--- config.mk ---
export PLATFORM = sky130hd
export DESIGN_NAME = rr_lock_arbiter
export DESIGN_NICKNAME = d
export VERILOG_FILES = /design/src/rtl/rr_lock_arbiter.sv
export SDC_FILE = /design/constraint.sdc
export NUM_CORES = 1
export LEC_CHECK = 0
export ABC_AREA = 1
export CORE_ASPECT_RATIO = 1.4
export CORE_MARGIN = 5
export CORE_UTILIZATION = 49
export DETAILED_ROUTE_END_ITERATION = 10
export PLACE_DENSITY = 0.85
export RECOVER_POWER = 100
export SKIP_CTS_REPAIR_TIMING = 1
export SYNTH_ARGS = -nofsm -noshare
export SYNTH_HDL_FRONTEND = slang
export SYNTH_SLANG_ARGS = --single-unit
--- constraint.sdc ---
create_clock -name clk -period 2.36 [get_ports clk]
set_input_delay 0.472 -clock clk [delete_from_list [all_inputs] [get_ports clk]]
set_output_delay 0.472 -clock clk [all_outputs]
set_load 0.02 [all_outputs]
--- src/rtl/rr_lock_arbiter.sv ---
// Flat N-way round-robin mutex arbiter with an optional hold timeout and a saturating grant counter.
// All outputs are registered, so a new grant appears one clock after the request is sampled.
module rr_lock_arbiter #(
  parameter int N        = 8,
  parameter int HOLD_MAX = 16,
  parameter int CNT_W    = 16
) (
  input  logic                 clk,
  input  logic                 rst,
  input  logic [N-1:0]         req,
  output logic [N-1:0]         ack,
  output logic                 busy,
  output logic [$clog2(N)-1:0] owner,
  output logic                 revoke,
  output logic [CNT_W-1:0]     grant_cnt
);

  localparam int OW = $clog2(N);
  localparam int HW = (HOLD_MAX > 0) ? $clog2(HOLD_MAX + 1) : 1;

  typedef enum logic [1:0] {IDLE, GRANT, GAP} state_t;

  state_t            state_q, state_d;
  logic [N-1:0]      ack_q, ack_d;
  logic              busy_q, busy_d;
  logic [OW-1:0]     owner_q, owner_d;
  logic [OW-1:0]     ptr_q, ptr_d;
  logic [HW-1:0]     hold_q, hold_d;
  logic              revoke_q, revoke_d;
  logic [CNT_W-1:0]  cnt_q, cnt_d;

  // Rotate requests so bit 0 is the requester at ptr, then take the lowest set bit.
  logic [2*N-1:0]    req_dbl;
  logic [N-1:0]      req_rot;
  logic [N:0]        seen;
  logic [OW-1:0]     off_acc [N+1];
  logic [OW:0]       pick_sum;
  logic [OW-1:0]     pick;
  logic              any_req;

  assign req_dbl    = {req, req} >> ptr_q;
  assign req_rot    = req_dbl[N-1:0];
  assign seen[0]    = 1'b0;
  assign off_acc[0] = '0;

  generate
    for (genvar gi = 0; gi < N; gi++) begin : g_prio
      assign seen[gi+1]    = seen[gi] | req_rot[gi];
      assign off_acc[gi+1] = off_acc[gi] |
                             ({OW{req_rot[gi] & ~seen[gi]}} & OW'(gi));
    end
  endgenerate

  assign any_req  = seen[N];
  assign pick_sum = {1'b0, ptr_q} + {1'b0, off_acc[N]};
  assign pick     = (pick_sum >= (OW+1)'(N)) ? OW'(pick_sum - (OW+1)'(N)) : pick_sum[OW-1:0];

  logic released;
  logic timed_out;
  logic [OW-1:0] ptr_after;

  assign released  = ((req & ack_q) == '0);
  assign timed_out = (HOLD_MAX != 0) && (hold_q == HW'(HOLD_MAX));
  assign ptr_after = (owner_q == OW'(N - 1)) ? '0 : owner_q + 1'b1;

  always_ff @(posedge clk or posedge rst) begin
    if (rst) begin
      state_q  <= IDLE;
      ack_q    <= '0;
      busy_q   <= 1'b0;
      owner_q  <= '0;
      ptr_q    <= '0;
      hold_q   <= '0;
      revoke_q <= 1'b0;
      cnt_q    <= '0;
    end else begin
      state_q  <= state_d;
      ack_q    <= ack_d;
      busy_q   <= busy_d;
      owner_q  <= owner_d;
      ptr_q    <= ptr_d;
      hold_q   <= hold_d;
      revoke_q <= revoke_d;
      cnt_q    <= cnt_d;
    end
  end

  always_comb begin
    state_d = state_q;
    case (state_q)
      IDLE:    if (any_req) state_d = GRANT;
      GRANT:   if (released || timed_out) state_d = GAP;
      GAP:     state_d = IDLE;
      default: state_d = IDLE;
    endcase
  end

  always_comb begin
    ack_d    = ack_q;
    owner_d  = owner_q;
    ptr_d    = ptr_q;
    hold_d   = hold_q;
    revoke_d = 1'b0;
    cnt_d    = cnt_q;
    case (state_q)
      IDLE: begin
        ack_d = '0;
        if (any_req) begin
          ack_d        = '0;
          ack_d[pick]  = 1'b1;
          owner_d      = pick;
          hold_d       = (HOLD_MAX == 0) ? '0 : HW'(1);
          cnt_d        = (&cnt_q) ? cnt_q : cnt_q + 1'b1;
        end
      end
      GRANT: begin
        if (released || timed_out) begin
          ack_d    = '0;
          ptr_d    = ptr_after;
          revoke_d = ~released;
        end else if (HOLD_MAX != 0) begin
          hold_d = hold_q + 1'b1;
        end
      end
      default: ack_d = '0;
    endcase
    busy_d = |ack_d;
  end

  assign ack       = ack_q;
  assign busy      = busy_q;
  assign owner     = owner_q;
  assign revoke    = revoke_q;
  assign grant_cnt = cnt_q;

endmodule

==> reports/qor.yml <==
outcome: "complete, but fails checks"
violated_checks: "negative setup slack"
holdPathStages: 2
die_width_um: 71.5
drt-vias-per-instance: 5.48
area_growth_syn_to_layout_pct: 35.8
post_synth_most_frequent_cells: "nand2_1, nand3_1, dfrtp_1"
final_layout_size_suffix_gt1_frac: 0.252
rr_worst_depth: 20
synth.net_count: 361
power.ir.vdd_worst_uv: 776
clk_pin_slew_ns: 0.09
synth_async_sr_flop_share: 1.00
antenna_found_initial: 0
antenna-diode-count: 0
period_needed_ns: 2.88
drt_first_pass_iters: 4
synth-seq-cells: 39
final.fill_count: 387
synth_seq_area_share: 0.377
fin_cells: 479
grt_max_degree: 40
first_pass_grt_wire_length_um: 11000
hpwlAfterDp_um: 5000
tritoncts.num_buffers: 5
adder_cell_fraction_of_synth_area: 0.0367
crit_arrival_ns: 3.09
yosys.area_share.simple: 0.420
initial_core_util: 0.502
synth.area.mux_share: 0
total_power_w: 0.00485
timing.setup.critical_path_class: "register to register"
die_height_um: 96.0
post_synth_main_area_contributors: "dfrtp_1, nand2_1, nand3_1"
cp-start-kind: "register"
htreeDepth: 2
postSynthAreaPerCell_um2: 7.53
gp_routability_congestion: 0.962
rsz_0062_raised_after_global_routing: "yes"
yosys_warnings: 0
tightest_slew_ns: 0.939
synth_cell_types: 33
final_antenna_net_count: 0
num_rows: 31
detail_route.drc_violations: 0
grt_remaining_overflow: 0
clock-skew-final_ns: 0.0165
final.period_utilization: 1.22
placed_cells: 462
yosysTopAreaCell: "dfrtp_1"
clock_latency_ns: 0.31
clock_tree_from_tritoncts: "yes"
fin_tns_setup_ns: -4.65
routed_wirelength_um: 7320
synth_most_common_cell: "nand2_1"
power.density_cell_area_mw_per_mm2: 1380
worst_ep_required_time_ns: 2.57
grt_util_all_layers: 0.205
number_of_enable_flip_flop_cells_after_synthesis: 0
post_synth_inst_count: 344
fmaxAchievable_mhz: 347
cts_num_sinks: 39
synthFlopType: "dfrtp_1"
dp_slack_ns: -0.852
synth_compound_gate_area_share: 0.0381
hold_viol_final: 0
synth_area_in_xor_xnor: 0.0575
combinational_family_with_the_most_area_after_synthesis: "simple AND/OR/NAND/NOR gates"
setup_ws_ns: -0.522
first_global_vias: 2499
worst-path-max-fanout: 5
max_slew_vio_count: 0
worst_slew_margin_rel: 0.374
cap_viol_max_count: 0
via_count: 2625
place.port_buffers: 38
cellLeakagePower_nw: 1.82
detailed_route_iter0_violations: 134
synthesis.area_mm2: 0.00259
final.hold.worst_slack_ns: 0.509
hold_path_class: "register to register"
nNetsFinal: 429
cts-root-to-sink-buffers: 2
synth_top_cell_area_share: 0.377
cts_root_buffer: "clkbuf_8"
finalSetupViolations: 10
boundaryPins: 39
post_drt_wl_per_cell_um: 15.3
fp.dieArea_mm2: 0.00686
coreArea_mm2: 0.00516
worstSetupEndpointType: "register"
## final timing paths
check / end / slack, ns / from
worst max-delay path: owner[2] / -0.52 / ptr_q[0]
worst min-delay path: hold_q[0] / 0.51 / hold_q[0]
worst max register to register: owner[2] / -0.52 / ptr_q[0]
worst min register to register: hold_q[0] / 0.51 / hold_q[0]
max in group asynchronous: ptr_q[1] / 0.83 / rst
min in group asynchronous: grant_cnt[3] / 0.89 / rst
## layout by cell type (no fill, tap or decap), drive strengths merged
cell and n:
clkdlybuf4s50 6, bufinv 1, a221oi 2, dfrtp 39, o221ai 1, buf 29
clkinv 4, nor3b 1, nand3 53, a21oi 2, xnor2 10, xor2 7
clkbuf 8, nand2 147, nor3 3, o21bai 1, dlymetal6s2s 8, fa 1
nand3b 1, inv 23, nor2 20, dlygate4sd3 24, ha 6, o21ai 11
nand4 5
## registers in the layout, summed over array words and instances, names as in the netlist
signal	cells
revoke	1
grant_cnt	16
state_q	2
hold_q	5
busy	1
owner	3
ptr_q	3
ack	8
## metrics by stage
step | cell area (µm²) | utilization
after floorplan | 2610 | -
after global routing | 3520 | 0.682
final | 3520 | 0.682
after detailed placement | 3190 | 0.618
after global placement | 3190 | 0.618
after CTS | 3300 | 0.640
## logic make-up after synthesis
kind of cell / Yosys count
buffers and inverters: 34
XOR/XNOR: 17
AND/OR/NAND/NOR: 230
adder cells (fa/ha/maj): 7
AO/OA/AOI/OAI: 17
flip-flops: 39
## final cells by class
class,instances,area [µm²],area share
multi-input cells,271,1550,0.442
clock buffers,5,68.8,0.0196
repair buffers,70,684,0.195
well taps,66,82.6,0.0235
flip-flops and latches,39,978,0.278
clock inverters,3,43.8,0.0124
inverters,25,106,0.0302
## per-layer routing
metal  part of all wire  track usage
met1               0.37        0.207
met5                  0            0
met4              0.045        0.100
met2               0.55        0.394
met3              0.040       0.0387
## worst max-delay path, cell delays in order, from the launching register on
cell	delay (ns)
dfrtp_2	0.47
clkbuf_16	0.18
nand2_1	0.09
nand3_1	0.09
nand2_1	0.12
nand2_1	0.09
nand2_1	0.08
nand2_2	0.08
nor2_4	0.12
nand2_2	0.06
o221ai_2	0.17
ha_2	0.21
inv_2	0.04
fa_2	0.34
xor2_2	0.17
inv_1	0.07
nand2_2	0.12
nand2_4	0.08
buf_6	0.12
nand2_2	0.04
nand2_1	0.04
## power by group
group	internal [W]	leakage [nW]	total (W)	switching, W
clock network	0.000315	0.0581	0.000562	0.000247
registers	0.000857	0.517	0.00107	0.000209
logic	0.00136	1.24	0.00322	0.00187
total	0.00253	1.82	0.00485	0.00232
Note: power is estimated with default switching activity, not from simulation.
